$ cat src/rtl/mpi_eth_rx_responder.sv
// MPI-over-Ethernet RX endpoint: header parse/filter, payload forward, 3-beat DONE reply.
// Optional statistics counters are built when MPI_RX_STATS_EN is defined.
module mpi_eth_rx_responder #(
    parameter logic [47:0] MAC_ADDR_FPGA = 48'hfa163e55ca02,
    parameter logic [15:0] MY_RANK       = 16'd1,
    parameter logic [15:0] ETHERTYPE     = 16'h7400,
    parameter int unsigned SIZE_W        = 32
) (
    input  logic        clk,
    input  logic        aresetn,
    input  logic [63:0] rx_in_data,
    input  logic [7:0]  rx_in_keep,
    input  logic        rx_in_last,
    input  logic        rx_in_valid,
    output logic        rx_in_ready,
    output logic [63:0] pl_out_data,
    output logic [7:0]  pl_out_keep,
    output logic        pl_out_last,
    output logic        pl_out_valid,
    input  logic        pl_out_ready,
    output logic [63:0] tx_out_data,
    output logic [7:0]  tx_out_keep,
    output logic        tx_out_last,
    output logic        tx_out_valid,
    input  logic        tx_out_ready,
    output logic        err_trunc,
    output logic [15:0] stat_accept,
    output logic [15:0] stat_drop
);

    typedef enum logic [2:0] {
        StHdr0,
        StHdr1,
        StHdr2,
        StPayload,
        StDone0,
        StDone1,
        StDone2,
        StDrop
    } state_e;

    state_e              r_state;
    logic [47:0]         r_dst_mac;
    logic [47:0]         r_src_mac;
    logic [15:0]         r_dst_rank;
    logic [7:0]          r_src_rank;
    logic                r_size_odd;
    logic [SIZE_W-1:0]   r_beats;
    logic                r_err_trunc;

    logic                w_rx_hs;
    logic                w_final;
    logic                w_pass;
    logic [SIZE_W-1:0]   w_h2_size;
    logic [SIZE_W-1:0]   w_h2_beats;

    assign w_rx_hs    = rx_in_valid & rx_in_ready;
    assign w_final    = (r_beats == SIZE_W'(1));
    assign w_h2_size  = rx_in_data[SIZE_W-1:0];
    // ceil(size/2) without needing an extra carry bit
    assign w_h2_beats = {1'b0, w_h2_size[SIZE_W-1:1]} + {{(SIZE_W-1){1'b0}}, w_h2_size[0]};
    assign w_pass     = (r_dst_mac == MAC_ADDR_FPGA) && (r_dst_rank == MY_RANK) &&
                        (rx_in_data[55:48] == 8'h01);
    assign err_trunc  = r_err_trunc;

    always_comb begin
        rx_in_ready  = 1'b0;
        pl_out_data  = '0;
        pl_out_keep  = '0;
        pl_out_last  = 1'b0;
        pl_out_valid = 1'b0;
        tx_out_data  = '0;
        tx_out_keep  = '0;
        tx_out_last  = 1'b0;
        tx_out_valid = 1'b0;
        unique case (r_state)
            StHdr0, StHdr1, StHdr2, StDrop: begin
                // Ready is held low for the whole reset assertion
                rx_in_ready = aresetn;
            end
            StPayload: begin
                rx_in_ready  = pl_out_ready;
                pl_out_valid = rx_in_valid;
                pl_out_data  = rx_in_data;
                pl_out_last  = w_final | rx_in_last;
                pl_out_keep  = (w_final && r_size_odd) ? (rx_in_keep & 8'hF0) : rx_in_keep;
            end
            StDone0: begin
                tx_out_valid = 1'b1;
                tx_out_keep  = 8'hFF;
                tx_out_data  = {r_src_mac, MAC_ADDR_FPGA[47:32]};
            end
            StDone1: begin
                tx_out_valid = 1'b1;
                tx_out_keep  = 8'hFF;
                tx_out_data  = {MAC_ADDR_FPGA[31:0], ETHERTYPE, 8'h00, r_src_rank};
            end
            StDone2: begin
                tx_out_valid = 1'b1;
                tx_out_keep  = 8'hFF;
                tx_out_last  = 1'b1;
                tx_out_data  = {MY_RANK[7:0], 8'h02, 16'h0000, 32'h0000_0000};
            end
            default: ;
        endcase
    end

    always_ff @(posedge clk or negedge aresetn) begin
        if (!aresetn) begin
            r_state     <= StHdr0;
            r_dst_mac   <= '0;
            r_src_mac   <= '0;
            r_dst_rank  <= '0;
            r_src_rank  <= '0;
            r_size_odd  <= 1'b0;
            r_beats     <= '0;
            r_err_trunc <= 1'b0;
        end else begin
            r_err_trunc <= 1'b0;
            unique case (r_state)
                StHdr0: begin
                    if (w_rx_hs) begin
                        r_dst_mac        <= rx_in_data[63:16];
                        r_src_mac[47:32] <= rx_in_data[15:0];
                        r_state          <= rx_in_last ? StHdr0 : StHdr1;
                    end
                end
                StHdr1: begin
                    if (w_rx_hs) begin
                        r_src_mac[31:0] <= rx_in_data[63:32];
                        r_dst_rank      <= rx_in_data[15:0];
                        r_state         <= rx_in_last ? StHdr0 : StHdr2;
                    end
                end
                StHdr2: begin
                    if (w_rx_hs) begin
                        r_src_rank <= rx_in_data[63:56];
                        r_size_odd <= rx_in_data[0];
                        r_beats    <= w_h2_beats;
                        if (!w_pass) begin
                            r_state <= rx_in_last ? StHdr0 : StDrop;
                        end else if (w_h2_size == '0) begin
                            r_state <= rx_in_last ? StDone0 : StDrop;
                        end else if (rx_in_last) begin
                            r_state     <= StHdr0;
                            r_err_trunc <= 1'b1;
                        end else begin
                            r_state <= StPayload;
                        end
                    end
                end
                StPayload: begin
                    if (w_rx_hs) begin
                        if (w_final) begin
                            r_state <= rx_in_last ? StDone0 : StDrop;
                        end else if (rx_in_last) begin
                            r_state     <= StHdr0;
                            r_err_trunc <= 1'b1;
                        end else begin
                            r_beats <= r_beats - SIZE_W'(1);
                        end
                    end
                end
                StDrop: begin
                    if (w_rx_hs && rx_in_last) begin
                        r_state <= StHdr0;
                    end
                end
                StDone0: if (tx_out_ready) r_state <= StDone1;
                StDone1: if (tx_out_ready) r_state <= StDone2;
                StDone2: if (tx_out_ready) r_state <= StHdr0;
                default: r_state <= StHdr0;
            endcase
        end
    end

`ifdef MPI_RX_STATS_EN
    logic        w_acc_evt;
    logic        w_drop_evt;
    logic [15:0] r_stat_accept;
    logic [15:0] r_stat_drop;

    assign w_acc_evt  = w_rx_hs && (((r_state == StHdr2) && w_pass && (w_h2_size == '0)) ||
                                    ((r_state == StPayload) && w_final));
    assign w_drop_evt = w_rx_hs && ((((r_state == StHdr0) || (r_state == StHdr1)) && rx_in_last) ||
                                    ((r_state == StHdr2) && !w_pass));

    always_ff @(posedge clk or negedge aresetn) begin
        if (!aresetn) begin
            r_stat_accept <= '0;
            r_stat_drop   <= '0;
        end else begin
            if (w_acc_evt && (r_stat_accept != 16'hFFFF)) r_stat_accept <= r_stat_accept + 16'd1;
            if (w_drop_evt && (r_stat_drop != 16'hFFFF)) r_stat_drop <= r_stat_drop + 16'd1;
        end
    end

    assign stat_accept = r_stat_accept;
    assign stat_drop   = r_stat_drop;
`else
    assign stat_accept = 16'h0;
    assign stat_drop   = 16'h0;
`endif

endmodule

$ cat config.mk
export PLATFORM = sky130hd
export DESIGN_NAME = mpi_eth_rx_responder
export DESIGN_NICKNAME = d
export VERILOG_FILES = /design/src/rtl/mpi_eth_rx_responder.sv
export SDC_FILE = /design/constraint.sdc
export NUM_CORES = 1
export LEC_CHECK = 0
export CORE_ASPECT_RATIO = 1.75
export CORE_MARGIN = 2
export CORE_UTILIZATION = 38
export DETAILED_ROUTE_END_ITERATION = 10
export PLACE_DENSITY_LB_ADDON = 0.25
export SKIP_LAST_GASP = 1
export SLEW_MARGIN = 20
export SYNTH_ARGS = -nofsm -noshare
export SYNTH_HDL_FRONTEND = slang
export SYNTH_SLANG_ARGS = --single-unit
$ cat constraint.sdc
create_clock -name clk -period 2.9 [get_ports clk]
set_input_delay 0.29 -clock clk [delete_from_list [all_inputs] [get_ports clk]]
set_output_delay 0.29 -clock clk [all_outputs]
set_load 0.01 [all_outputs]
==> results_dict.tcl, run 1 <==
set metrics [dict create \
    synth_top_area_share_pct 43.5 \
    cts.sinks 157 \
    arrival_ps 2530 \
    fin_skew_ps 7.13 \
    powerDensity_nw_per_um2 782 \
    dp_hpwl_um 21400 \
    timing.rr.start "r_dst_mac[21]" \
    routed-wl-met3_um 1350 \
    drc 0 \
    crit_required_ps 2610 \
    finalSetupTns_ps 0 \
    fin_cells 1457 \
    drive_gt1_share_pct 20.0 \
    highest_layer "met4" \
    synth_commonest_cells "157 x dfrtp_1, 122 x mux2_2, 104 x and2_1, 61 x nor2_1, 53 x clkbuf_1" \
    period_share_pct 97.3 \
    htreeDepth 4 \
    tightestPinTransition_ps 747 \
    avgSynthCellArea_um2 9.94 \
    async_flop_share_pct 100 \
    ys.flop_type "dfrtp_1" \
    total_power_w 0.00975 \
    hp-class "in2async" \
    yosysMostFrequentCell "dfrtp_1" \
    fillCellCount 2131 \
    crit_path_max_fanout 5 \
    slew-limit-headroom_pct 50.2 \
    worst-setup-path-type "reg2out" \
    antenna_found_initial 1 \
    r2r_slack_ps 400 \
    fin_nets 1222 \
    clock_path_buffers 2 \
    ys_ff_latch 157 \
    rr_worst_depth 6 \
    port-buffer-count 225 \
    r2r_end "err_trunc" \
    die_h_um 208 \
    wl_um 28600 \
    synth-edff-count 0 \
    hold_viol 0 \
    clock_latency_ps 420 \
    place_ws_ps -20.1 \
    io_pins 260 \
    synth_warnings 0 \
    finalMaxSlewViolations 0 \
    die_w_um 121 \
    core.rowCount 74 \
    wl_met1_um 10600 \
    cts_buffers 17 \
    vias_per_cell 5.31 \
    setup.worst_path.end_class "primary output" \
    detail-route-antenna-nets 0 \
    track_usage_pct 22.8 \
    routed-wl-met2_um 15700 \
    vdd_drop_max_mv 0.488 \
    period_needed_ps 2820 \
    final_area_um2 12500 \
    wl_per_cell_um 19.6 \
    yosys.area.top_type "dfrtp_1" \
    leakage_nw 5.06 \
    fin_ws_ps 77.3 \
    startpoint_type "register" \
    yosys-top-cells-area "dfrtp_1 43%, mux2_2 15%, and2_1 7.2%" \
    vias 7737 \
    cts_tree "built" \
    grt_start_max_net_pins 59 \
    dp_cells 1421 \
    firstDrtPassIters 5 \
    fmax_ghz 0.354 \
    overflow 0 \
    ys_seq_area_share_pct 43.5 \
    finalSetupViolations 0 \
    initial_core_util_pct 38.7 \
    syn2layout_area_growth_pct 38.0 \
    rsz0062_at_grt "true" \
    place.gp.congestion 0.935 \
    synth_cells 909 \
    grt_pass1_wl_um 44300 \
    outcome "finished, final reports clean" \
    dpl_cell_area_um2 11700 \
    ys_types 55 \
    die_area_um2 25100 \
    timing.max_cap.violations 0 \
    syn_area_um2 9030 \
    core_area_um2 23300 \
    clockRootBuffer "clkbuf_16" \
    dr.first_iter.drc_count 503 \
    grt_pass1_vias 7859 \
    clk_pin_slew_worst_paths_ps 60 \
]
## report_power, final
part | leakage (nW) | switching [W] | internal, W
logic | 2.88 | 0.00147 | 0.00187
clock network | 0.289 | 0.000935 | 0.00141
registers | 1.88 | 0.000796 | 0.00327
## sequential cells by signal, indices dropped and copies added (netlist names)
name	flops
r_dst_mac	48
r_src_mac	48
r_beats	32
r_dst_rank	16
r_src_rank	8
r_state	3
err_trunc	1
r_size_odd	1
## cell type report
cell class | instances | area [um2] | share of cell area (%)
tap | 304 | 380 | 3.05
multi-input combinational | 669 | 4700 | 37.7
clock inverter | 12 | 160 | 1.29
antenna | 1 | 2.50 | 0.0201
clock buffer | 20 | 457 | 3.67
inverter | 10 | 37.5 | 0.301
sequential | 157 | 3930 | 31.5
timing repair buffer | 284 | 2790 | 22.4
## metal layers
metal  GRT usage (%)  vias to the layer above
li1                -                     3617
met1            25.0                     3784
met2            42.1                      274
met3            3.97                       62
met4            10.3                        0
met5               0                        -
## logic make-up (layout without fill, tap and decap cells)
group                      after synthesis  after routing  share of synthesized area [%]
and+or+nand+nor                        343            343                           21.5
DFF                                    157            157                           43.5
AOI/OAI and AO/OA                      135            135                           9.38
muxes                                  125            125                           15.5
buffers and inverters                  116            326                           6.77
xor gates and xnor gates                27             27                           2.62
adders and majority gates                5              5                          0.693
other                                    1             35                         0.0415
## how the worst max path moves through the flow
stage	from	to	slack, ps	cells after the start
after detailed placement	rx_in_data[52]	err_trunc	-20	7
after global placement	rx_in_data[52]	err_trunc	0.3	7
after CTS	r_beats[11]	pl_out_keep[1]	-7	7
after global routing	r_beats[11]	pl_out_keep[1]	-70	7
after floorplan	r_dst_mac[8]	err_trunc	640	5
final	r_beats[11]	pl_out_keep[1]	80	7
## worst max-delay path, cell delays in order, from the launching register on
cell and delay [ps]:
dfrtp_2 450, nor4_2 270, buf_4 160, nand4_1 200, nor2_4 240, a31oi_2 130
and2_1 180, clkdlybuf4s50_1 480
## what timing repair did
action,4_1_cts,5_1_grt
resized for setup,6,8
setup buffers,0,2
pin swaps,0,2
hold buffers,1,0
setup endpoints to repair,5,5
endpoints found under the hold margin,24,0
## placed cells by master (no fill, tap or decap), drive strengths merged, types with 18 or more instances in the layout
cell type,n
nor2,61
o21ai,38
mux2,122
conb,34
nor3,19
nor4,27
dfrtp,157
clkbuf,20
nand4,18
buf,59
and2,104
nand2,41
a21oi,38
nand3,20
clkdlybuf4s50,222
## stage by stage
| step | utilization, % | hold slack (ps) |
|---|---|---|
| after floorplan | - | -5.59 |
| after global placement | 50.3 | 198 |
| after detailed placement | 50.3 | 194 |
| after CTS | 53.2 | 316 |
| after global routing | 53.4 | 343 |
| final | 53.4 | 322 |
Power figures use the tool's default switching activity.
==> inputs of run 2 (changes only) <==
--- a/config.mk
+++ b/config.mk
@@ -11,7 +11,7 @@
 export DETAILED_ROUTE_END_ITERATION = 10
 export PLACE_DENSITY_LB_ADDON = 0.25
 export SKIP_LAST_GASP = 1
-export SLEW_MARGIN = 20
+export SLEW_MARGIN = 40
 export SYNTH_ARGS = -nofsm -noshare
 export SYNTH_HDL_FRONTEND = slang
 export SYNTH_SLANG_ARGS = --single-unit
==> results of run 2 <==
The final DEF is identical to that of run 1; final timing and power are the same.
==> inputs of run 3 (changes only) <==
==> constraint.sdc (replaced) <==
create_clock -name clk -period 2.9 [get_ports clk]
set_input_delay 0.58 -clock clk [delete_from_list [all_inputs] [get_ports clk]]
set_output_delay 0.58 -clock clk [all_outputs]
set_load 0.01 [all_outputs]
==> run 3 against run 2 <==
Against the previous run:
- global-route usage up 0.63 points
- design area up 2.1%
- final cell count up 2.2%
- critical path depth down 1
- setup slack worse by 14 ps
- via count up 2.2%
- worst hold slack better by 180 ps
- sequential share of layout area down 0.64 points
- critical path type unchanged
- critical endpoint is now tx_out_data[0]
- largest cell class unchanged
==> results_dict.tcl, run 3 (same netlist as run 1, synthesis figures left out) <==
set metrics [dict create \
    overflow 0 \
    routed-wl-met3_um 1250 \
    highest_layer "met4" \
    comb_power_share_pct 36.0 \
    worst-setup-path-type "reg2out" \
    place.gp.congestion 0.915 \
    internal_power_w 0.00666 \
    sw_frac_of_total_pct 32.9 \
    cp.depth 6 \
    r2r_slack_ps 200 \
    vias_per_cell 5.31 \
    dr.first_iter.drc_count 496 \
    cp_num_buf_inv 3 \
    tightestPinTransition_ps 713 \
    initial_core_util_pct 38.7 \
    wl_met1_um 10900 \
    arrival_ps 2260 \
    timing.max_cap.violations 0 \
    fin_cells 1489 \
    drc 0 \
    multiInputGateArea_um2 4690 \
    total_power_w 0.00992 \
    min_from "r_src_rank[3]" \
    fin_nets 1255 \
    crit_start "r_state[1]" \
    routed-wl-met2_um 16300 \
    crit_path_cell_trace "buf_4, nand2b_1, nor2_1, buf_4, and2_1, clkdlybuf4s50_1" \
    cts_tree "built" \
    finalMaxSlewViolations 0 \
    core_area_um2 23300 \
    dp_cells 1452 \
    hp-class "reg2reg" \
    crit_required_ps 2320 \
    grt_start_max_net_pins 57 \
    final_cell_mix "217 x clkdlybuf4s50_1, 154 x dfrtp_1, 122 x mux2_2, 104 x and2_1, 83 x buf_4" \
    wl_per_cell_um 19.8 \
    wl_um 29500 \
    period_needed_ps 2840 \
    clockRootBuffer "clkbuf_16" \
    clock_latency_ps 430 \
    timing.rr.start "r_dst_mac[0]" \
    outcome "finished, final reports clean" \
    die_area_um2 25100 \
    rsz0062_at_grt "true" \
    htreeDepth 4 \
    diodes 0 \
    powerDensity_nw_per_um2 780 \
    leakage_nw 5.24 \
    rr_worst_depth 7 \
    finalSetupViolations 0 \
    crit_path_frequent_cell "buf_4" \
    worstSetupEndpoint "tx_out_data[0]" \
    core.rowCount 74 \
    cts.sinks 157 \
    detail-route-antenna-nets 0 \
    die_h_um 208 \
    seq_power_share_pct 40.3 \
    firstDrtPassIters 5 \
    r2r_end "err_trunc" \
    io_pins 260 \
    hold_depth 1 \
    track_usage_pct 23.5 \
    grt_pass1_wl_um 45600 \
    drive_gt1_share_pct 22.4 \
    vias 7906 \
    pwr-share-clk_pct 23.7 \
    layout_commonest_cell "clkdlybuf4s50_1" \
    startpoint_type "register" \
    antenna_found_initial 1 \
    ff_latch_area_um2 3930 \
    period_share_pct 97.8 \
    hold_viol 0 \
    crit_path_max_fanout 11 \
    clk_pin_slew_worst_paths_ps 60 \
    cpPeakStageDelay_ps 550 \
    port-buffer-count 225 \
    syn2layout_area_growth_pct 40.9 \
    slowest_stage "clkdlybuf4s50_1" \
    fmax_ghz 0.353 \
    fin_skew_ps 8.66 \
    power.switching_w 0.00326 \
    vdd_drop_max_mv 0.651 \
    path_delay_family "buffers and inverters" \
    dp_hpwl_um 21700 \
    grt_pass1_vias 8049 \
    largestRegisters "r_dst_mac: 48 flops, r_src_mac: 48 flops, r_beats: 32 flops" \
    cts_buffers 17 \
    slew-limit-headroom_pct 52.4 \
    fillCellCount 2114 \
    die_w_um 121 \
    setup.worst_path.end_class "primary output" \
    clock_path_buffers 2 \
]
run 3: cell types whose count changed in the layout (fill, tap and decap cells not counted), moves of 2 or more:
cell,change
clkinv_4,+3
nor4_2,+2
nor4_4,-2
buf_4,+32
dfrtp_2,+2
dfrtp_1,-2
inv_6,-2
clkdlybuf4s50_1,-5
dlygate4sd2_1,+5
run 3: how the worst min path moves through the flow:
stage	end	slack [ps]
after floorplan	err_trunc	280
after global placement	r_src_mac[38]	430
after detailed placement	r_src_mac[38]	440
after CTS	r_src_rank[3]	500
after global routing	r_src_rank[6]	510
final	r_src_rank[3]	500
run 3: cell type report:
cell class	count	share of cell area, %
multi-input combinational	669	36.9
sequential	157	30.9
timing repair buffer	317	24.1
clock buffer	19	3.56
tap	304	2.99
clock inverter	13	1.31
inverter	10	0.295
run 3: what timing repair did:
action / CTS / global route
endpoints found under the hold margin: 9 / 0
hold buffers: 1 / 0
pin swaps: 0 / 3
cloned: 1 / 1
gates resized for setup: 13 / 10
buffers inserted: 2 / 0
setup endpoints to repair: 79 / 22
run 3: per-stage QoR:
step	util (%)	instance area, um2	TNS (ps)	setup slack, ps	hold WS (ps)
floorplan	-	9160	0	483	284
global placement	51.3	12000	-178	-158	433
detailed placement	51.3	12000	-319	-242	437
CTS	54.3	12700	0	4.64	500
global route	54.5	12700	-19.3	-9.64	508
finish	54.5	12700	0	63.5	499
run 3: metal layers:
metal | GRT usage, % | up-vias
met1 | 25.8 | 3900
met2 | 43.6 | 262
li1 | - | 3681
met3 | 4.11 | 63
met4 | 9.82 | 0
met5 | 0 | -
run 3: worst reg2reg max path: stages (launching register included):
cell,delay [ps]
dfrtp_1,390
nor4b_1,420
buf_4,190
nand4_1,110
or3_1,420
or4_4,520
or3_1,340
a211oi_2,220
run 3: power by group through the flow:
stage / clock (W) / combinational [W] / sequential (W)
floorplan: 0 / 0.00227 / 0.00374
global placement: 0 / 0.00339 / 0.00397
detailed placement: 0 / 0.00347 / 0.00402
CTS: 0.00239 / 0.00357 / 0.00397
global route: 0.00249 / 0.00388 / 0.00413
finish: 0.00236 / 0.00357 / 0.00400
==> RTL change: new RTL, config.mk and constraints of run 1 <==
Re-encode `state_e` (8 states) as Gray code, 3 bits wide.
--- a/src/rtl/mpi_eth_rx_responder.sv
+++ b/src/rtl/mpi_eth_rx_responder.sv
@@ -29,14 +29,14 @@
 );
 
     typedef enum logic [2:0] {
-        StHdr0,
-        StHdr1,
-        StHdr2,
-        StPayload,
-        StDone0,
-        StDone1,
-        StDone2,
-        StDrop
+        StHdr0    = 3'b000,
+        StHdr1    = 3'b001,
+        StHdr2    = 3'b011,
+        StPayload = 3'b010,
+        StDone0   = 3'b110,
+        StDone1   = 3'b111,
+        StDone2   = 3'b101,
+        StDrop    = 3'b100
     } state_e;
 
     state_e              r_state;
Behaviour: no difference found for any inputs over 4 cycles, from zero or initial values and one cycle with aresetn low; so few cycles prove little.
==> RTL change against run 1 <==
Sequential cell count unchanged; the run now ends with negative setup slack left; clock power increased by 6%; cell area increased by 2.2%; non-clock buffer count rose by 38; synthesized area rose by 0.57%; worst setup slack worse by 0.13 ns; wire length up 5.8%; highest routed layer unchanged; power up 6.6%.
==> RTL change: results (changes against run 1) <==
INFO  metric adder_and_majority_cell_fraction_of_the_synthesized_area = 0.826% (was 0.693%)
INFO  metric fill_cells = 2111 (was 2131)
INFO  metric worst_r2r_path_depth = 10 (was 6)
INFO  metric muxShareOfSynthArea = 13.6% (was 15.5%)
INFO  metric post_synth_cell_types = 63 (was 55)
INFO  metric ys_top_cells_by_count = sky130_fd_sc_hd__dfrtp_1 (157), sky130_fd_sc_hd__mux2_2 (110), sky130_fd_sc_hd__and3_1 (76), sky130_fd_sc_hd__nor2_1 (70), sky130_fd_sc_hd__nand2_1 (55) (was sky130_fd_sc_hd__dfrtp_1 (157), sky130_fd_sc_hd__mux2_2 (122), sky130_fd_sc_hd__and2_1 (104), sky130_fd_sc_hd__nor2_1 (61), sky130_fd_sc_hd__clkbuf_1 (53))
INFO  metric met1_resource_use_gr = 25.9% (was 25.0%)
INFO  metric routed_wire_length_per_instance = 20.0 µm (was 19.6 µm)
INFO  metric worst-r2r-setup-slack = 0.02 ns (was 0.40 ns)
INFO  metric status = finished with violations (was complete, no violations)
INFO  metric synth-compound-area-share = 9.77% (was 9.38%)
INFO  metric fin_setup_tns = -0.240 ns (was 0 ns)
INFO  metric dpl_worst_slack = -0.371 ns (was -0.0201 ns)
INFO  metric nets = 1280 (was 1222)
INFO  metric met3_length = 1370 µm (was 1350 µm)
INFO  metric non_clock_buffer_count = 322 (was 284)
INFO  metric timing.rr.start = r_beats[14] (was r_dst_mac[21])
INFO  metric finalWeightedCongestion = 0.899 (was 0.935)
INFO  metric grt_pass1_wl = 46400 µm (was 44300 µm)
INFO  metric worst_slack = -0.0540 ns (was 0.0773 ns)
INFO  metric powerSeq = 3.92 mW (was 4.07 mW)
INFO  metric net_switching = 3.53 mW (was 3.20 mW)
INFO  metric cp_max_fo = 4 (was 5)
INFO  metric met3_usage = 4.71% (was 3.97%)
INFO  metric power.combinational.fraction = 38.3% (was 34.2%)
INFO  metric area_share_nonclk_buffers = 24.1% (was 22.4%)
INFO  metric fin_worst_hold_slack = 0.322 ns (about the same)
INFO  metric violations_in_the_final_reports = negative setup slack
INFO  metric area_used_by_multi_input_combinational_logic = 0.00466 mm² (was 0.00470 mm²)
INFO  metric yosys-top-cells-area = sky130_fd_sc_hd__dfrtp_1 (43%), sky130_fd_sc_hd__mux2_2 (14%), sky130_fd_sc_hd__and3_1 (5.2%), sky130_fd_sc_hd__buf_4 (4.0%), sky130_fd_sc_hd__nor2_1 (2.9%) (was sky130_fd_sc_hd__dfrtp_1 (43%), sky130_fd_sc_hd__mux2_2 (15%), sky130_fd_sc_hd__and2_1 (7.2%), sky130_fd_sc_hd__buf_4 (3.9%), sky130_fd_sc_hd__nor2_1 (2.5%))
INFO  metric finalPower = 10.4 mW (was 9.75 mW)
INFO  metric timing.final.setup_violations = 5 (was 0)
INFO  metric synth_seq_area_share = 43.3% (was 43.5%)
[RTL change: cell types whose count changed after synthesis, moves of 6 or more]
cell,before,now
sky130_fd_sc_hd__and2_1,104,34
sky130_fd_sc_hd__and3_1,6,76
sky130_fd_sc_hd__nand2_1,41,55
sky130_fd_sc_hd__mux2_2,122,110
sky130_fd_sc_hd__o21ai_0,37,47
sky130_fd_sc_hd__nor2_1,61,70
sky130_fd_sc_hd__nor3_1,18,26
sky130_fd_sc_hd__clkbuf_1,53,46
sky130_fd_sc_hd__a2bb2oi_1,6,0
sky130_fd_sc_hd__nand2b_1,7,1
sky130_fd_sc_hd__o22ai_1,8,2
[RTL change: what timing repair did]
item                                    4_1_cts  5_1_grt
setup buffers                                 2        3
hold buffers                                  1        0
pin swaps                                     8        0
gates resized for setup                      29        2
endpoints found under the setup margin       18        6
hold endpoints to repair                     11        0
